==> src/rtl/dac_spi_tx.sv <==
// Serial transmitter for a 16-bit-frame SPI DAC: command nibble, 10-bit sample, two pad bits,
// followed by an active-low latch strobe once chip select has been released.
module dac_spi_tx #(
    parameter int       CLK_DIV = 25,
    parameter logic [3:0] CONFIG  = 4'b0011
) (
    input  logic       sysclk,
    input  logic       rst_n,
    input  logic [9:0] data_in,
    input  logic       load,
    output logic       busy,
    output logic       dac_cs_n,
    output logic       dac_sck,
    output logic       dac_sdi,
    output logic       dac_ld_n
);

    typedef enum logic [2:0] {
        ST_IDLE  = 3'd0,
        ST_START = 3'd1,
        ST_SHIFT = 3'd2,
        ST_STOP  = 3'd3,
        ST_LATCH = 3'd4
    } state_e;

    localparam logic [7:0] DIV_LAST = 8'(CLK_DIV - 1);
    localparam logic [3:0] BIT_LAST = 4'd15;

    state_e      state_q;
    logic [7:0]  div_q;
    logic [3:0]  bit_q;
    logic [15:0] shreg_q;
    logic        busy_q;
    logic        cs_n_q;
    logic        sck_q;
    logic        sdi_q;
    logic        ld_n_q;
    logic        half_end_s;

    assign half_end_s = (div_q == DIV_LAST);

    assign busy     = busy_q;
    assign dac_cs_n = cs_n_q;
    assign dac_sck  = sck_q;
    assign dac_sdi  = sdi_q;
    assign dac_ld_n = ld_n_q;

    // Transaction FSM: divider, bit counter, shift register and all output registers.
    always_ff @(posedge sysclk or negedge rst_n) begin
        if (!rst_n) begin
            state_q <= ST_IDLE;
            div_q   <= 8'd0;
            bit_q   <= 4'd0;
            shreg_q <= 16'd0;
            busy_q  <= 1'b0;
            cs_n_q  <= 1'b1;
            sck_q   <= 1'b0;
            sdi_q   <= 1'b0;
            ld_n_q  <= 1'b1;
        end else begin
            if ((state_q == ST_IDLE) || half_end_s) begin
                div_q <= 8'd0;
            end else begin
                div_q <= div_q + 8'd1;
            end

            case (state_q)
                ST_IDLE: begin
                    if (load) begin
                        shreg_q <= {CONFIG, data_in, 2'b00};
                        sdi_q   <= CONFIG[3];
                        busy_q  <= 1'b1;
                        cs_n_q  <= 1'b0;
                        sck_q   <= 1'b0;
                        bit_q   <= 4'd0;
                        state_q <= ST_START;
                    end else begin
                        busy_q  <= 1'b0;
                        cs_n_q  <= 1'b1;
                        sck_q   <= 1'b0;
                        sdi_q   <= 1'b0;
                        ld_n_q  <= 1'b1;
                    end
                end
                ST_START: begin
                    if (half_end_s) begin
                        sck_q   <= 1'b1;
                        state_q <= ST_SHIFT;
                    end
                end
                ST_SHIFT: begin
                    if (half_end_s) begin
                        if (sck_q) begin
                            // Falling SCK edge: present the next bit, except after the last one.
                            sck_q <= 1'b0;
                            if (bit_q != BIT_LAST) begin
                                shreg_q <= {shreg_q[14:0], 1'b0};
                                sdi_q   <= shreg_q[14];
                            end
                        end else if (bit_q == BIT_LAST) begin
                            cs_n_q  <= 1'b1;
                            sdi_q   <= 1'b0;
                            state_q <= ST_STOP;
                        end else begin
                            bit_q <= bit_q + 4'd1;
                            sck_q <= 1'b1;
                        end
                    end
                end
                ST_STOP: begin
                    if (half_end_s) begin
                        ld_n_q  <= 1'b0;
                        state_q <= ST_LATCH;
                    end
                end
                ST_LATCH: begin
                    if (half_end_s) begin
                        ld_n_q  <= 1'b1;
                        busy_q  <= 1'b0;
                        state_q <= ST_IDLE;
                    end
                end
                default: begin
                    state_q <= ST_IDLE;
                    bit_q   <= 4'd0;
                    shreg_q <= 16'd0;
                    busy_q  <= 1'b0;
                    cs_n_q  <= 1'b1;
                    sck_q   <= 1'b0;
                    sdi_q   <= 1'b0;
                    ld_n_q  <= 1'b1;
                end
            endcase
        end
    end

endmodule

==> config.mk <==
export PLATFORM = sky130hd
export DESIGN_NAME = dac_spi_tx
export DESIGN_NICKNAME = d
export VERILOG_FILES = /design/src/rtl/dac_spi_tx.sv
export SDC_FILE = /design/constraint.sdc
export NUM_CORES = 1
export LEC_CHECK = 0
export CAP_MARGIN = 20
export CORE_UTILIZATION = 35
export CTS_CLUSTER_DIAMETER = 60
export DETAILED_ROUTE_END_ITERATION = 16
export GPL_ROUTABILITY_DRIVEN = 0
export GPL_TIMING_DRIVEN = 0
export PLACE_DENSITY_LB_ADDON = 0.25
export SETUP_SLACK_MARGIN = 0.05
export SLEW_MARGIN = 20
export SYNTH_ARGS = -nofsm -noshare
export SYNTH_HDL_FRONTEND = slang
export SYNTH_SLANG_ARGS = --single-unit
==> constraint.sdc <==
create_clock -name sysclk -period 5.7 [get_ports sysclk]
set_input_delay 1.425 -clock sysclk [delete_from_list [all_inputs] [get_ports sysclk]]
set_output_delay 1.425 -clock sysclk [all_outputs]
set_load 0.05 [all_outputs]
Word level (Yosys, flattened, before mapping)

Cells that the tools add are included.

Bits in registers: 35
Latch bits: 0
RAM bits: 0
Memory bits (read-only): 0
Output and inout port bits: 5
Logic and storage cells: 88
Memories kept: 0

Add/sub/neg operators: 2
$mul: 0
Div/mod/pow operators: 0
Order comparisons: 0
Eq/ne operators: 20
Shift operators: 0
Mux-type cells: 39
Bitwise operators: 4
Reductions and logical operators: 14

Operators with widths:

| operator            | count |
|---|---|
| $mux 15             | 4 |
| $pmux 15 s3         | 1 |
| $ne 2x2->1 const B  | 11 |
| $mux 3              | 7 |
| $mux 4              | 4 |
| $mux 1              | 15 |
| $pmux 3 s5          | 1 |
| $pmux 4 s3          | 1 |
| $reduce_and 4->1    | 3 |
| $reduce_and 5->1    | 2 |
| $pmux 1 s3          | 3 |
| $add 8x1->8 const B | 1 |
| $eq 8x5->1 const B  | 1 |
| $mux 8              | 1 |
| $reduce_and 7->1    | 1 |
| $eq 3x2->1 const B  | 2 |
| $ne 3x3->1 const B  | 2 |
| $reduce_or 3->1     | 2 |
| $add 4x1->4 const B | 1 |
| $eq 4x4->1 const B  | 1 |
| $ne 4x4->1 const B  | 1 |
| $not 1->1           | 4 |
| $pmux 1 s4          | 1 |
| $reduce_or 2->1     | 2 |
| 7 further kinds     | 7 |

Logic depth before layout (Yosys ltp)

Depth after elaboration: 5
Gate-level depth with buffers: 7
Depth with buffers taken out: 6

Worst setup path before layout

OpenSTA, ideal clock, no wires.

Path kind: input -> register
Start point: input port load
End point: register shreg_q[2]
Setup time: 122 ps
Arrival: 2,206 ps
Path slack: 3,373 ps
Cell stages on the path: 5
Buffers on the path: 1
Cells stage by stage: nand2b_1 > a21boi_1 > o21ai_2 > buf_6 > a32o_1

Longest elaborated chain between the ends: 2

RTL lines:

| what                       | RTL line | source |
|---|---|---|
| from (decl)                | 10       | `input logic load,` |
| $ne 2x2->1 (no line)       | -        |  |
| $reduce_and 5->1 (no line) | -        |  |
| to (signal assigned)       | 70       | `shreg_q <= {CONFIG, data_in, 2'b00};` |
| to (signal assigned)       | 97       | `shreg_q <= {shreg_q[14:0], 1'b0};` |
| to (decl)                  | 32       | `logic [15:0] shreg_q;` |

No other way between the ends.
A chain may end at the register's enable or synchronous reset.

Final worst setup path

Start point: register sck_q (netlist: dac_sck)
End point: output port dac_sck

RTL lines:

| what                   | RTL line | source |
|---|---|---|
| from (decl)            | 35       | `logic sck_q;` |
| from (signal assigned) | 57       | `sck_q <= 1'b0;` |
| from (signal assigned) | 74       | `sck_q <= 1'b0;` |
| from (signal assigned) | 80       | `sck_q <= 1'b0;` |
| to (decl)              | 13       | `output logic dac_sck,` |

No word-level cell between the ends.

==> impl_metrics.yaml <==
final_layout:
  antennaDiodeCount: 0
  syn_to_final_growth_pct: 20.60
  design_area_sq_um: 2102
  final_layout_size_suffix_gt1_share_pct: 10.42
  fin_nets: 207
grt:
  grt_pass1_vias: 1284
  grt_pass1_wl_mm: 6.258
  grt_antenna_before_repair: 0
  grtUsageTotal_pct: 15.42
  grt_max_degree: 21
  gr-total-overflow: 0
clocking:
  insertion_delay_ps: 270
  cts_buffers: 5
  cts_resized: 0
  cts-htree-levels: 2
  cts_buffer_depth: 2
  cts.hold.buffers_added: 0
  cts_sinks: 33
  cts_tree: "yes"
  cts_root_buf: "clkbuf_8"
  clkTransAtPathRegs_ps: 70
  postCtsSetupBuffers: 0
yosys:
  synthTopCellsByArea: "dfrtp_1 (45%), mux2i_1 (5.7%), o2bb2ai_1 (4.5%)"
  synth_ff_type: "dfrtp_1"
  ys_types: 47
  yosysMostFrequentCell: "dfrtp_1"
  yosys.area.top_type_share_pct: 44.51
  synth_top_area_cell: "dfrtp_1"
  ys_seq_elements: 33
  synth-edff-count: 0
  synthArstFlopShare_pct: 100.0
  netlist_area_sq_um: 1743
  synthTopCellsByCount: "dfrtp_1 (31), nor2_1 (19), mux2i_1 (10)"
  netlist_instances: 166
  syn_nets: 182
  avgSynthCellArea_sq_um: 10.50
  yosysSeqAreaShare_pct: 47.52
  synth_warnings: 0
setup_path:
  crit_path_top_delay_cell: "clkdlybuf4s50_1"
  crit_buf_inv: 1
  endpoint_kind: "output port"
  critical_path.max_stage_delay_ps: 860
  worstPathArrival_ps: 1640
  cp.required_ps: 4280
  reg2reg_slack_ps: 3640
  crit_fanout: 8
  worstSetupPathType: "flop to output port"
  startpoint_type: "flop"
  path_cells: "clkdlybuf4s50_1"
  path_delay_family: "buffers and inverters"
place:
  pre_cts_slack_ps: 2477
  numPortBuffers: 17
  dp_hpwl_mm: 2.683
  placed_cell_area_sq_um: 2019
sta:
  relSlewSlack_pct: 53.76
  setup_viol: 0
  max_clock_freq_mhz: 326.0
  finalHoldViolations: 0
  setup-tns-final_ps: 0
  rsz0062_at_grt: "no"
  fin_crit_sh_pct: 53.82
  maxSlewViolCount: 0
  fin_worst_skew_ps: 11.58
  period_needed_ps: 3068
  worst_slew_pin_slew_ps: 689.0
  fin_ws_ps: 2632
detailed_routing:
  drtAntennaViolNets: 0
  via_count: 1373
  drc: 0
  drtIter0Drc: 136
  firstDrtPassIters: 4
  drt_wl_total_mm: 3.716
  vias_per_cell: 5.301
  wl_per_cell_um: 14.35
floorplanning:
  fp.dieW_um: 72.57
  start_util_pct: 36.66
  rows: 25
  fp.coreArea_sq_um: 4755
  die-area_sq_um: 5266
  io_pins: 18
  die_h_um: 72.57
power_and_ir_drop:
  power_per_cell_area_nw_per_um2: 469.5
  ir_drop_mv: 0.1823
  p_leak_nw: 0.8803
  finalPower_mw: 0.9870
run_status:
  status: "finished clean"
hold_path:
  hp-class: "flop to flop"
job:
  maxCapViolCount: 0
[cell usage in the layout (no fill, tap or decap), types with 5 or more instances in the layout]
cell type	count
dfrtp_1	31
nand3_1	9
o2bb2ai_1	9
clkdlybuf4s50_1	16
nor2_1	19
clkbuf_8	5
xor2_1	6
mux2i_1	10
inv_1	7
nand2b_1	7
[sequential cells by signal (all words and copies together) (netlist names)]
register	cells
shreg_q	13
dac_sck	1
busy	1
dac_sdi	1
dac_cs_n	1
div_q	8
state_q	3
bit_q	4
dac_ld_n	1
[cell families (layout without fill, tap and decap cells)]
| family | after synthesis | in the layout | share of synthesized area (%) |
|---|---|---|---|
| and+or+nand+nor | 60 | 60 | 19.89 |
| muxes | 12 | 12 | 7.035 |
| xor gates and xnor gates | 8 | 8 | 4.020 |
| adders and majority gates | 3 | 3 | 2.154 |
| buffers and inverters | 13 | 39 | 3.302 |
| DFF | 33 | 33 | 47.52 |
| AOI/OAI and AO/OA | 37 | 37 | 16.08 |
[layer usage]
metal,global-route usage [%],vias up,routed length (um)
met5,0,-,0
met1,21.90,677,1755
li1,-,661,-
met4,4.139,0,23
met2,23.26,33,1780
met3,4.028,2,157
[where the power goes]
part           leakage [nW]  switching (mW)  internal (mW)
sequential            0.423          0.0851          0.326
clock                0.0450          0.0796         0.0845
combinational         0.413           0.230          0.181
[path summary, 6_finish.rpt]
| path | cells after the start | startpoint | endpoint |
|---|---|---|---|
| setup / recovery | 1 | dac_sck | dac_sck |
| hold / removal | 1 | shreg_q[6] | shreg_q[6] |
| setup reg to reg | 7 | div_q[0] | shreg_q[2] |
| hold reg to reg | 1 | shreg_q[6] | shreg_q[6] |
| max in group asynchronous | 2 | rst_n | dac_ld_n |
| min in group asynchronous | 1 | rst_n | bit_q[0] |
[layout make-up]
class / instances / area [sq um]
fill: 453 / 2653
buffer: 6 / 31.28
clock inverter: 2 / 10.01
tap: 67 / 83.83
sequential: 33 / 828.3
clock buffer: 6 / 72.57
inverter: 7 / 26.28
multi-input combinational: 120 / 857.1
timing repair buffer: 18 / 192.7
[stage by stage]
step	utilization, %	std cells	hold WS, ps
2_1_floorplan	-	166	455.9
3_3_place_gp	42.00	250	472.5
3_5_place_dp	42.47	251	482.0
4_1_cts	44.21	259	501.9
5_1_grt	44.21	259	523.9
6_report	44.21	259	500.9
Note: power is estimated with default switching activity, not from simulation.
==> RTL change (config.mk and constraints unchanged) <==
Add an input register stage for `data_in` and `load`, without a reset; this delays them by one clock.
--- a/src/rtl/dac_spi_tx.sv
+++ b/src/rtl/dac_spi_tx.sv
@@ -25,6 +25,14 @@
 
     localparam logic [7:0] DIV_LAST = 8'(CLK_DIV - 1);
     localparam logic [3:0] BIT_LAST = 4'd15;
+
+    logic [9:0] data_q;
+    logic load_q;
+
+    always_ff @(posedge sysclk) begin
+        data_q <= data_in;
+        load_q <= load;
+    end
 
     state_e      state_q;
     logic [7:0]  div_q;
@@ -66,8 +74,8 @@
 
             case (state_q)
                 ST_IDLE: begin
-                    if (load) begin
-                        shreg_q <= {CONFIG, data_in, 2'b00};
+                    if (load_q) begin
+                        shreg_q <= {CONFIG, data_q, 2'b00};
                         sdi_q   <= CONFIG[3];
                         busy_q  <= 1'b1;
                         cs_n_q  <= 1'b0;
Formal check against the unedited RTL: not equivalent (Yosys sat finds a counterexample within 4 cycles, from zero or initial values and one cycle with rst_n low).
==> RTL change against the original RTL <==
  * Cell area is 15% higher
  * Area after synthesis is 17% higher
  * Power is 7.9% higher
  * Sequential cell count is 11 higher
  * Combinational power is 3% lower
  * Global-route usage is 0.26 points lower
  * Count of clock-buffer cells in the layout stayed put
  * Die area is 17% higher
  * Worst setup slack worse by 0.016 ns
  * Wire length is 4.6% higher
  * Critical endpoint is now dac_ld_n
  * Largest cell class is now registers
  * Largest power group unchanged
==> RTL change: results (changes against the original RTL) <==
status=complete, no violations; Worst Hold End=shreg_q[10]$_DFFE_PN0P_; GRT met2 Usage=22.89% (-0.37 points); XOR/XNOR share of the synthesized area=3.425% (-0.60 points); vias in the first global route=1469 (+14%); DP Cell Count=269 (+7.2%); Core Util, Final=43.52% (-0.69 points); peak supply drop=0.1867 mV (+2.4%); post-DP HPWL=2758 um (+2.8%); Logic pwr share=37.5% (-4.2 points); register cell area after layout=1049 um^2 (+27%); mux cell area share after synthesis=4.893% (-2.1 points); nets=220 (+6.3%); multi-input logic area=900.9 um^2 (+5.1%); Synthesized Nets=195 (+7.1%); Synth Area in Adders=1.835% (-0.32 points); met3 wire len=126 um (-20%); Signal buf overhead=11.14% (+0.49 points); Synth Cell Area=2046 um^2 (+17%); met1 Resource Use GR=20.50% (-1.4 points); Reg2Reg Setup Slack=3.74 ns (+0.10 ns); CP Data Arrival Time=1.66 ns (+0.02 ns); metal2 WL=1715 um (-3.7%); placed instance area=2328 um^2 (+15%); met1 wire length=1960 um (+12%); post-synthesis cell type count=53 (+13%); Pint=0.0006702 W (+13%); most frequent cells after synthesis=dfrtp_1 (31), nor2_1 (15), dfxtp_1 (11), nand3_1 (11), o2bb2ai_1 (11); worst hold start=shreg_q[10]$_DFFE_PN0P_; largest net degree at the start of global routing=23 (+9.5%); Non-clk bufs=28 (+17%)
[RTL change: cell count changes after synthesis, sizes merged, moves of 3 or more]
cell / before / now
buf: 3 / 7
and3: 3 / 6
a32o: 4 / 0
nor2: 19 / 15
nand2b: 7 / 2
dfxtp: 0 / 11
a21oi: 4 / 8
[RTL change: worst max-delay path by stage]
| stage | end | from | slack [ns] | depth (start not counted) |
|---|---|---|---|---|
| after global routing | dac_ld_n | dac_ld_n$_DFFE_PN1P_ | 2.56 | 1 |
| after CTS | dac_ld_n | dac_ld_n$_DFFE_PN1P_ | 2.59 | 1 |
| after floorplan | dac_ld_n | dac_ld_n$_DFFE_PN1P_ | 3.59 | 0 |
| after global placement | state_q[0]$_DFFE_PN0P_ | rst_n | 2.46 | 1 |
| after detailed placement | dac_ld_n | dac_ld_n$_DFFE_PN1P_ | 2.93 | 1 |
| final | dac_ld_n | dac_ld_n$_DFFE_PN1P_ | 2.62 | 1 |
